[src/rtl/arb_pkg.sv]
// Shared types and default widths for the cache/memory arbitration slice.
package arb_pkg;

  // Default widths shared with the caches and the cacheline adaptor.
  localparam int unsigned DEFAULT_LINE_W = 256;
  localparam int unsigned DEFAULT_ADDR_W = 32;

  typedef enum logic [1:0] {
    IDLE,
    SERVE_I,
    SERVE_D
  } arb_state_t;

  typedef enum logic {
    REQ_I,
    REQ_D
  } requester_t;

endpackage

[src/rtl/arb_perf_counters.sv]
// Free-running arbitration statistics: grants per requester and IDLE tie cycles.
module arb_perf_counters import arb_pkg::*; (
  input  logic        clk,
  input  logic        rst,
  input  logic        i_grant_inc,
  input  logic        d_grant_inc,
  input  logic        conflict_inc,
  output logic [31:0] i_grants,
  output logic [31:0] d_grants,
  output logic [31:0] conflicts
);

  logic [31:0] i_grants_q;
  logic [31:0] d_grants_q;
  logic [31:0] conflicts_q;

  // Wrapping counters; 32-bit overflow gives 0xFFFF_FFFF -> 0.
  always_ff @(posedge clk or posedge rst) begin
    if (rst) begin
      i_grants_q  <= '0;
      d_grants_q  <= '0;
      conflicts_q <= '0;
    end else begin
      if (i_grant_inc)  i_grants_q  <= i_grants_q + 32'd1;
      if (d_grant_inc)  d_grants_q  <= d_grants_q + 32'd1;
      if (conflict_inc) conflicts_q <= conflicts_q + 32'd1;
    end
  end

  assign i_grants  = i_grants_q;
  assign d_grants  = d_grants_q;
  assign conflicts = conflicts_q;

endmodule

[src/rtl/cache_arbiter.sv]
// Arbitrates the single line-granular memory port between icache and dcache.
// One full-line transaction in flight at a time; ties resolved round-robin or
// with fixed dcache priority.
module cache_arbiter import arb_pkg::*; #(
  parameter int unsigned LINE_W          = DEFAULT_LINE_W,
  parameter int unsigned ADDR_W          = DEFAULT_ADDR_W,
  parameter bit          DCACHE_PRIORITY = 1'b0
) (
  input  logic              clk,
  input  logic              rst,
  // Icache side
  input  logic              i_mem_read,
  input  logic [ADDR_W-1:0] i_mem_address,
  output logic [LINE_W-1:0] i_mem_rdata,
  output logic              i_mem_resp,
  // Dcache side
  input  logic              d_mem_read,
  input  logic              d_mem_write,
  input  logic [ADDR_W-1:0] d_mem_address,
  input  logic [LINE_W-1:0] d_mem_wdata,
  output logic [LINE_W-1:0] d_mem_rdata,
  output logic              d_mem_resp,
  // Adaptor side
  output logic              mem_read,
  output logic              mem_write,
  output logic [ADDR_W-1:0] mem_address,
  output logic [LINE_W-1:0] mem_wdata,
  input  logic [LINE_W-1:0] mem_rdata,
  input  logic              mem_resp,
  // Statistics
  output logic [31:0]       i_grants,
  output logic [31:0]       d_grants,
  output logic [31:0]       conflicts
);

  arb_state_t  state_q, state_d;
  requester_t  last_grant_q, last_grant_d;
  logic        i_req, d_req;
  logic        grant_i, grant_d, conflict;

  logic              mem_read_q, mem_write_q;
  logic [ADDR_W-1:0] mem_address_q;
  logic [LINE_W-1:0] mem_wdata_q;

  assign i_req = i_mem_read;
  assign d_req = d_mem_read | d_mem_write;

  // Next-state and grant decision; requests are only looked at in IDLE.
  always_comb begin
    state_d      = state_q;
    last_grant_d = last_grant_q;
    grant_i      = 1'b0;
    grant_d      = 1'b0;
    conflict     = 1'b0;
    unique case (state_q)
      IDLE: begin
        if (i_req && d_req) begin
          conflict = 1'b1;
          if (DCACHE_PRIORITY || (last_grant_q == REQ_I)) grant_d = 1'b1;
          else                                            grant_i = 1'b1;
        end else if (i_req) begin
          grant_i = 1'b1;
        end else if (d_req) begin
          grant_d = 1'b1;
        end
        if (grant_i) begin
          state_d      = SERVE_I;
          last_grant_d = REQ_I;
        end
        if (grant_d) begin
          state_d      = SERVE_D;
          last_grant_d = REQ_D;
        end
      end
      SERVE_I, SERVE_D: begin
        if (mem_resp) state_d = IDLE;
      end
      default: state_d = IDLE;
    endcase
  end

  // State, round-robin pointer and capture of the winner's request.
  always_ff @(posedge clk or posedge rst) begin
    if (rst) begin
      state_q       <= IDLE;
      last_grant_q  <= REQ_D;  // icache wins the first tie
      mem_read_q    <= 1'b0;
      mem_write_q   <= 1'b0;
      mem_address_q <= '0;
      mem_wdata_q   <= '0;
    end else begin
      state_q      <= state_d;
      last_grant_q <= last_grant_d;
      if (grant_i) begin
        mem_read_q    <= 1'b1;
        mem_write_q   <= 1'b0;
        mem_address_q <= i_mem_address;
      end else if (grant_d) begin
        // Write wins if the dcache illegally raises both.
        mem_read_q    <= ~d_mem_write;
        mem_write_q   <= d_mem_write;
        mem_address_q <= d_mem_address;
        mem_wdata_q   <= d_mem_wdata;
      end else if ((state_q != IDLE) && mem_resp) begin
        mem_read_q  <= 1'b0;
        mem_write_q <= 1'b0;
      end
    end
  end

  assign mem_read    = mem_read_q;
  assign mem_write   = mem_write_q;
  assign mem_address = mem_address_q;
  assign mem_wdata   = mem_wdata_q;

  // Completion is steered combinationally to the owner only.
  assign i_mem_resp  = (state_q == SERVE_I) && mem_resp;
  assign d_mem_resp  = (state_q == SERVE_D) && mem_resp;
  assign i_mem_rdata = mem_rdata;
  assign d_mem_rdata = mem_rdata;

  arb_perf_counters u_perf (
    .clk          (clk),
    .rst          (rst),
    .i_grant_inc  (grant_i),
    .d_grant_inc  (grant_d),
    .conflict_inc (conflict),
    .i_grants     (i_grants),
    .d_grants     (d_grants),
    .conflicts    (conflicts)
  );

  // Read and write together from the dcache is an encoding error.
  a_d_rw_exclusive : assert property (@(posedge clk) disable iff (rst)
    !(d_mem_read && d_mem_write))
    else $error("cache_arbiter: d_mem_read and d_mem_write both high");

endmodule

[config.mk]
export PLATFORM = sky130hd
export DESIGN_NAME = cache_arbiter
export DESIGN_NICKNAME = d
export VERILOG_FILES = /design/src/rtl/arb_pkg.sv /design/src/rtl/arb_perf_counters.sv /design/src/rtl/cache_arbiter.sv
export SDC_FILE = /design/constraint.sdc
export NUM_CORES = 1
export LEC_CHECK = 0
export ABC_CLOCK_PERIOD_IN_PS = 15300
export CAP_MARGIN = 20
export CORE_AREA = 2 2 585 587
export DETAILED_ROUTE_END_ITERATION = 7
export DIE_AREA = 0 0 587 589
export PLACE_DENSITY_LB_ADDON = 0.1
export SETUP_SLACK_MARGIN = 0.4
export SYNTH_ARGS = -nofsm -noshare
export SYNTH_HDL_FRONTEND = slang
export SYNTH_HIERARCHICAL = 1
export SYNTH_SLANG_ARGS = --single-unit
[constraint.sdc]
create_clock -name clk -period 15.3 [get_ports clk]
set_input_delay 2.295 -clock clk [delete_from_list [all_inputs] [get_ports clk]]
set_output_delay 2.295 -clock clk [all_outputs]
set_load 0.03 [all_outputs]
==> results of run 1 <==
[cell usage in the layout, fill, tap and decap left out, types with 6 or more instances in the layout]
cell type,n
clkinv_2,9
clkdlybuf4s50_1,708
mux2_2,49
xor2_1,32
nor3_1,13
mux2_4,200
diode_2,7
clkbuf_16,71
o21ai_0,33
and4_1,12
buf_4,20
xnor2_1,61
ha_1,6
nand2_1,29
nand4_1,31
nand3_1,61
mux2_1,10
clkbuf_8,18
nor2_1,46
nor4_1,12
clkbuf_1,16
dfrtp_1,388
a31oi_1,32
and3_1,13
inv_1,11
[power by group]
part | internal, µW | total (µW) | switching [µW]
registers | 1460 | 1850 | 392
clock network | 986 | 1620 | 631
logic | 1430 | 3580 | 2150
[metrics by stage]
step	utilization (%)	cell area, µm²	worst slack (ns)
floorplan	-	20600	4.92
global route	9.27	31400	8.80
finish	9.27	31400	8.87
global placement	8.59	29100	8.76
detailed placement	8.61	29200	8.75
CTS	9.27	31400	8.75
[cell families (layout without fill, tap and decap cells)]
family	Yosys count	after routing	share of synthesized area (%)
buf+inv	580	866	21.9
flops	389	389	47.4
mux	260	260	17.9
simple gates	237	237	6.23
xor+xnor	93	93	3.96
compound gates	77	77	2.28
fa+ha+maj	6	6	0.365
other cells	0	7	0
[synth_stat cells (all sizes together) (2+ instances only)]
cell and n:
a22o 2, and4 13, inv 14, a21o 2, nor3 13, and3 13, a31oi 32, mux2 259
xor2 32, dfrtp 388, nand3 62, or2 2, o21ai 34, nand2 29, ha 6, nor4 16
clkbuf 16, and2 5, xnor2 61, nand4 33, nor2 46, buf 550
[final cells by class]
type / count / share of cell area (%)
tap: 4536 / 18.1
multi-input combinational: 673 / 20.2
inverter: 14 / 0.279
clock buffer: 105 / 6.63
clock inverter: 14 / 0.498
sequential: 389 / 31.0
antenna: 7 / 0.0557
timing repair buffer: 733 / 23.3
[worst paths after layout]
path	to	slack, ns	depth (start not counted)
min in group asynchronous	mem_wdata[111]	2.13	2
worst max register to register	mem_wdata[71]	11.52	9
worst min-delay path	u_perf/d_grants[31]	0.48	1
worst max-delay path	d_mem_resp	8.87	3
max in group asynchronous	mem_wdata[41]	11.01	5
worst min register to register	u_perf/d_grants[31]	0.48	1
[per-layer routing]
| layer | track usage (%) | wire length [µm] | vias to the layer above |
|---|---|---|---|
| li1 | - | - | 5553 |
| met1 | 9.66 | 59600 | 6578 |
| met2 | 13.4 | 68100 | 1135 |
| met3 | 7.05 | 26600 | 206 |
| met4 | 1.81 | 2880 | 22 |
| met5 | 1.03 | 515 | - |
[flip-flops by register name, summed over array words and instances, names as in the netlist]
signal and cells:
last_grant_q 1, mem_address 32, mem_read 1, mem_wdata 256
mem_write 1, state_q 2, u_perf/conflicts 32, u_perf/d_grants 32
u_perf/i_grants 32
==> impl_metrics.tcl, run 1 <==
set metrics [dict create \
    ant_nets 0 \
    min_path_type "register to register" \
    critPathArrivalTime_ns 4.14 \
    yosysWarnings 6 \
    critical_path.max_stage_delay_ns 0.87 \
    rows 214 \
    cts_hold_buf 0 \
    synth_nets 2230 \
    die_x_um 587 \
    tns_ns 0 \
    cp_max_fo 5 \
    yosys.area.top_type "dfrtp_1" \
    cp-end-kind "output port" \
    status "complete, no violations" \
    route.detailed.drc 0 \
    dp_hpwl_um 132000 \
    ys_async_sr_fraction_pct 100 \
    synth_ff_type "dfrtp_1" \
    regToRegStartpoint "state_q[0]" \
    num-nets-final 2470 \
    synthTopCellsByArea "dfrtp_1, buf_4, mux2_4" \
    synth_top_area_share_pct 47.2 \
    core_area_mm2 0.339 \
    ios 1482 \
    placed_cells 6345 \
    totalWireLength_um 158000 \
    p_per_area_mw_per_mm2 224 \
    fin_crit_sh_pct 42.1 \
    postSynthAreaPerCell_um2 12.5 \
    drv_cap 0 \
    syn_inst 1642 \
    setup_viol 0 \
    synth.yosys.seq_area_share_pct 47.4 \
    ys_seq_elements 389 \
    crit_required_ns 13.01 \
    grt_max_degree 99 \
    multi_input_area_mm2 0.00634 \
    max_freq_ghz 0.155 \
    clk_path_buf_depth 4 \
    die_h_um 589 \
    cts_buffers 71 \
    port_buffers 713 \
    cts_resized 0 \
    finalMaxSlewViolations 0 \
    fill_cells 39100 \
    start_util_pct 6.06 \
    finClkSkew_ns 0.0907 \
    seqCellArea_mm2 0.00974 \
    clock_sinks 389 \
    crit_chain "clkdlybuf4s50_1 -> and2_1 -> clkdlybuf4s50_1" \
    cts-root-buf "clkbuf_16" \
    syn-cell-area_mm2 0.0206 \
    netlist-cell-type-count 50 \
    synth_edf_count 0 \
    first_pass_iters 6 \
    p_leak_uw 0.0114 \
    min_period_ns 6.43 \
    hold_viol 0 \
    grt_pass1_wl_um 197000 \
    grtUsageTotal_pct 8.91 \
    vias 13500 \
    drt_iter0_drc 458 \
    ir_worst_vdd_v 0.0000987 \
    path_delay_family "buffers and inverters" \
    hold_start "u_perf/d_grants[31]" \
    die-area_mm2 0.346 \
    htreeDepth 3 \
    power_uw 7040 \
    antenna_found_initial 35 \
    gp_congestion 0.688 \
    slew-limit-headroom_pct 31.7 \
    crit_type "input pin to output port" \
    crit_path_frequent_cell "clkdlybuf4s50_1" \
    crit_slowest_cell "clkdlybuf4s50_1" \
    hold_ws_ns 0.476 \
    vias_per_cell 2.09 \
    grt_pass1_vias 15000 \
    clk_pin_slew_ns 0.05 \
    cp_num_buf_inv 2 \
    instances_no_fill 6471 \
    area_growth_pct 52.9 \
    avgRoutedWirePerCell_um 24.4 \
    drive_above_1_share_pct 20.5 \
    grt_overflow 0 \
    rsz0062_at_grt "no" \
    insertion_delay_ns 0.77 \
    startpoint "mem_resp" \
    tightestPinTransition_ns 1.02 \
    cts_setup_buffers 0 \
    startpoint_type "input pin" \
    tritoncts "yes" \
]
Power figures use the tool's default switching activity.
==> run 2: changes to the inputs <==
--- a/config.mk
+++ b/config.mk
@@ -5,11 +5,11 @@
 export SDC_FILE = /design/constraint.sdc
 export NUM_CORES = 1
 export LEC_CHECK = 0
-export ABC_CLOCK_PERIOD_IN_PS = 15300
+export ABC_CLOCK_PERIOD_IN_PS = 6400
 export CAP_MARGIN = 20
-export CORE_AREA = 2 2 585 587
+export CORE_AREA = 2 2 575 577
 export DETAILED_ROUTE_END_ITERATION = 7
-export DIE_AREA = 0 0 587 589
+export DIE_AREA = 0 0 577 579
 export PLACE_DENSITY_LB_ADDON = 0.1
 export SETUP_SLACK_MARGIN = 0.4
 export SYNTH_ARGS = -nofsm -noshare
==> constraint.sdc (replaced) <==
create_clock -name clk -period 6.4 [get_ports clk]
set_input_delay 0.96 -clock clk [delete_from_list [all_inputs] [get_ports clk]]
set_output_delay 0.96 -clock clk [all_outputs]
set_load 0.03 [all_outputs]
==> run 2 against run 1 <==
  * Design area fell by 0.36%
  * Global-route usage grew 0.10 points
  * Cell count shrank 2.5%
  * Register-to-register slack lost 8.3 ns
  * Worst hold slack better by 0.0085 ns
  * First-iteration DRC count grew 31%
  * Power is 140% higher
  * Critical path type unchanged
  * Largest cell class unchanged
==> impl_metrics.tcl, run 2 (synthesis gave the netlist of run 1 again) <==
set metrics [dict create \
    largest_reg_flops 256 \
    rsz0062_at_grt "no" \
    die_h_um 579 \
    final_cell_mix "clkdlybuf4s50_1, dfrtp_1, mux2_4, clkbuf_16" \
    reg2reg_setup_slack_ns 3.19 \
    cts_hold_buf 0 \
    vias_per_cell 2.15 \
    drv_cap 0 \
    power_uw 16900 \
    finClkSkew_ns 0.0692 \
    p_leak_uw 0.0115 \
    area_growth_pct 52.3 \
    crit_type "input pin to output port" \
    p_per_area_mw_per_mm2 541 \
    critPathArrivalTime_ns 2.87 \
    core_area_mm2 0.329 \
    die-area_mm2 0.334 \
    htreeDepth 3 \
    ios 1482 \
    start_util_pct 6.25 \
    grt_max_degree 115 \
    cts-root-buf "clkbuf_16" \
    dp_hpwl_um 128000 \
    clk_pin_slew_ns 0.05 \
    cp-end-kind "output port" \
    grt_overflow 0 \
    avgRoutedWirePerCell_um 24.8 \
    cts_setup_buffers 0 \
    vias 13500 \
    cp_max_fo 5 \
    tritoncts "yes" \
    drt_iter0_drc 599 \
    drive_above_1_share_pct 20.4 \
    status "complete, no violations" \
    tns_ns 0 \
    finalMaxSlewViolations 0 \
    totalWireLength_um 156000 \
    grt_pass1_wl_um 192000 \
    crit_required_ns 5.44 \
    rows 211 \
    die_x_um 577 \
    grtUsageTotal_pct 9.02 \
    clock_sinks 389 \
    setup_viol 0 \
    cts_resized 0 \
    min_path_type "register to register" \
    cts_buffers 75 \
    hold_viol 0 \
    ir_worst_vdd_v 0.000152 \
    min_period_ns 3.83 \
    layout_commonest_cell "clkdlybuf4s50_1" \
    num-nets-final 2471 \
    max_freq_ghz 0.261 \
    port_buffers 713 \
    antenna_found_initial 39 \
    first_pass_iters 4 \
    insertion_delay_ns 0.78 \
    gp_congestion 0.661 \
    route.detailed.drc 0 \
    slew-limit-headroom_pct 27.3 \
    clk_path_buf_depth 4 \
    fill_cells 37800 \
    tightestPinTransition_ns 1.08 \
    fin_crit_sh_pct 59.9 \
    startpoint_type "input pin" \
    grt_pass1_vias 15000 \
    hold_ws_ns 0.484 \
    ant_nets 0 \
]
## run 2: cell count changes in the layout (fill, tap and decap cells not counted), sizes merged
cell	change
buf	-8
clkbuf	+4
clkdlybuf4s50	+5
clkinv	+5
clkinvlp	+3
diode	-1
inv	-2
## run 2: per-stage QoR
step | util [%] | setup slack, ns | instance area [µm²] | cells
after detailed placement | 8.80 | 1.92 | 28900 | 6172
after floorplan | - | 1.55 | 20600 | 1642
after global placement | 8.80 | 1.91 | 28900 | 6170
after global routing | 9.52 | 2.49 | 31300 | 6301
final | 9.53 | 2.57 | 31300 | 6307
after CTS | 9.52 | 2.50 | 31300 | 6301
## run 2: path summary, 6_finish.rpt
kind,startpoint,end,depth (start not counted)
worst max-delay path,mem_resp,d_mem_resp,3
worst min-delay path,mem_wdata[113],mem_wdata[113],1
worst max register to register,last_grant_q,u_perf/i_grants[29],6
worst min register to register,mem_wdata[113],mem_wdata[113],1
max in group asynchronous,rst,u_perf/i_grants[2],3
min in group asynchronous,rst,u_perf/conflicts[29],2
## run 2: final cells by class
| class | count | area [µm²] | area share (%) |
|---|---|---|---|
| flip-flops and latches | 389 | 9740 | 31.1 |
| well taps | 4366 | 5460 | 17.4 |
| clock inverters | 20 | 199 | 0.635 |
| inverters | 14 | 83.8 | 0.268 |
| multi-input cells | 673 | 6330 | 20.2 |
| clock buffers | 109 | 2170 | 6.92 |
| repair buffers | 730 | 7320 | 23.4 |
| diodes | 6 | 15.0 | 0.0479 |
## run 2: power breakdown
group	internal [µW]	leakage, µW	switching [µW]
Combinational	3390	0.00560	5090
Sequential	3480	0.00471	881
Clock	2460	0.00117	1640
## run 2: per-layer routing
| metal | part of all wire (%) | wire, µm | vias to the layer above | track usage [%] |
|---|---|---|---|---|
| li1 | - | - | 5565 | - |
| met4 | 2.1 | 3330 | 10 | 1.97 |
| met5 | 0.20 | 320 | - | 0.837 |
| met3 | 18 | 28100 | 207 | 7.33 |
| met2 | 42 | 64900 | 1193 | 13.2 |
| met1 | 38 | 59600 | 6574 | 9.96 |
## run 2: worst max-delay path: stages
cell and delay, ns:
clkdlybuf4s50_1 0.91, and2_1 0.27, clkdlybuf4s50_1 0.71
==> run 3: changes to the inputs <==
--- a/config.mk
+++ b/config.mk
@@ -5,11 +5,11 @@
 export SDC_FILE = /design/constraint.sdc
 export NUM_CORES = 1
 export LEC_CHECK = 0
-export ABC_CLOCK_PERIOD_IN_PS = 6400
+export ABC_CLOCK_PERIOD_IN_PS = 3200
 export CAP_MARGIN = 20
-export CORE_AREA = 2 2 575 577
+export CORE_AREA = 2 2 583 585
 export DETAILED_ROUTE_END_ITERATION = 7
-export DIE_AREA = 0 0 577 579
+export DIE_AREA = 0 0 585 587
 export PLACE_DENSITY_LB_ADDON = 0.1
 export SETUP_SLACK_MARGIN = 0.4
 export SYNTH_ARGS = -nofsm -noshare
==> constraint.sdc (replaced) <==
create_clock -name clk -period 3.2 [get_ports clk]
set_input_delay 0.48 -clock clk [delete_from_list [all_inputs] [get_ports clk]]
set_output_delay 0.48 -clock clk [all_outputs]
set_load 0.03 [all_outputs]
==> run 3 against run 2 <==
  * Design area grew 1.3%
  * Largest power group unchanged
  * Flip-flop and latch count is the same
  * Largest cell class unchanged
  * Register-to-register slack lost 2.6 ns
==> impl_metrics.tcl, run 3 (synthesis gave the netlist of run 1 again) <==
set metrics [dict create \
    route.detailed.drc 0 \
    dp_hpwl_um 129000 \
    drt_iter0_drc 474 \
    drv_cap 0 \
    clk_path_buf_depth 4 \
    critPathArrivalTime_ns 2.19 \
    port_buffers 713 \
    grt_max_degree 72 \
    design_area_mm2 0.0317 \
    clock_sinks 389 \
    die_x_um 585 \
    status "complete, no violations" \
    reg2reg_setup_slack_ns 0.56 \
    cp-end-kind "output port" \
    ir_worst_vdd_v 0.000395 \
    tritoncts "yes" \
    htreeDepth 3 \
    clk_pin_slew_ns 0.05 \
    finClkSkew_ns 0.0543 \
    place_ws_ns 0.0819 \
    cts-root-buf "clkbuf_16" \
    grt_pass1_vias 15200 \
    rsz0062_at_grt "yes" \
    cp_max_fo 2 \
    crit_type "register to output port" \
    core_area_mm2 0.338 \
    min_period_ns 2.67 \
    max_freq_ghz 0.374 \
    grtUsageTotal_pct 8.76 \
    crit_chain "clkdlybuf4s50_1" \
    rr_endpoint "u_perf/conflicts[27]" \
    setup_viol 0 \
    ant_nets 0 \
    regToRegStartpoint "state_q[0]" \
    cts_setup_buffers 0 \
    tightestPinTransition_ns 0.891 \
    final_cell_mix "clkdlybuf4s50_1, dfrtp_1, mux2_4, clkbuf_16" \
    finalMaxSlewViolations 0 \
    num-nets-final 2500 \
    grt_overflow 0 \
    slew-limit-headroom_pct 40.4 \
    reg2reg_depth 9 \
    hold_ws_ns 0.106 \
    gp_congestion 0.675 \
    fill_cells 39000 \
    crit_required_ns 2.72 \
    grt_pass1_wl_um 193000 \
    path_delay_family "buffers and inverters" \
    die-area_mm2 0.343 \
    startpoint_type "register" \
    antenna_found_initial 40 \
    fin_crit_sh_pct 83.5 \
    cp_num_buf_inv 1 \
    drive_above_1_share_pct 22.2 \
    layout_commonest_cell "clkdlybuf4s50_1" \
    crit_slowest_cell "clkdlybuf4s50_1" \
    insertion_delay_ns 0.75 \
    final_core_util_pct 9.38 \
    vias 13500 \
    cts_buffers 73 \
    area_growth_pct 54.3 \
    avgRoutedWirePerCell_um 23.9 \
    setup_slack_ns 0.528 \
    first_pass_iters 4 \
    vias_per_cell 2.08 \
    min_path_type "input pin to async pin" \
    ios 1482 \
    totalWireLength_um 156000 \
    die_h_um 587 \
    tns_ns 0 \
    hold_viol 0 \
    critical_path.max_stage_delay_ns 1.07 \
    start_util_pct 6.08 \
    rows 214 \
    p_leak_uw 0.0117 \
    largest_reg_flops 256 \
    postPlaceCellArea_mm2 0.0295 \
    p_per_area_mw_per_mm2 1060 \
]
==> run 3: worst max path at each step <==
stage	from	endpoint	slack, ns	cells after the start
2_1_floorplan	rst	mem_address[0]	-1.17	1
3_5_place_dp	i_mem_read	u_perf/conflicts[27]	0.08	8
3_3_place_gp	i_mem_read	u_perf/conflicts[27]	0.02	8
4_1_cts	mem_address[9]	mem_address[9]	0.40	1
5_1_grt	state_q[0]	u_perf/conflicts[27]	0.40	9
6_report	mem_address[10]	mem_address[10]	0.53	1
==> run 3: layout make-up <==
type	count	area [µm²]	share of cell area, %
Antenna cell	5	12.5	0.0395
Clock buffer	109	2120	6.70
Clock inverter	10	123	0.387
Inverter	14	86.3	0.272
Multi-Input combinational cell	673	6340	20.0
Sequential cell	389	9740	30.7
Tap cell	4536	5680	17.9
Timing Repair Buffer	761	7610	24.0
==> run 3: per-layer routing <==
layer | vias to the layer above | global-route usage, % | part of all wire (%)
met3 | 230 | 6.95 | 18
met5 | - | 0.280 | 0.084
met2 | 1079 | 12.6 | 41
li1 | 5623 | - | -
met1 | 6577 | 9.95 | 39
met4 | 10 | 1.96 | 2.3
==> run 3: repair_timing <==
action / in CTS / in global routing
endpoints found under the setup margin: 18 / 5
gates resized for setup: 17 / 4
hold buffers: 0 / 0
==> run 3: metrics by stage <==
step,power [µW],instances
after CTS,35500,6492
after floorplan,18400,1642
after global placement,27100,6373
after global routing,36200,6492
final,33700,6497
after detailed placement,27000,6373
==> run 3: power breakdown <==
group,total (µW),switching [µW],internal (µW)
registers,8680,1710,6970
clock network,7860,3150,4700
logic,17100,10300,6810
total,33700,15200,18500
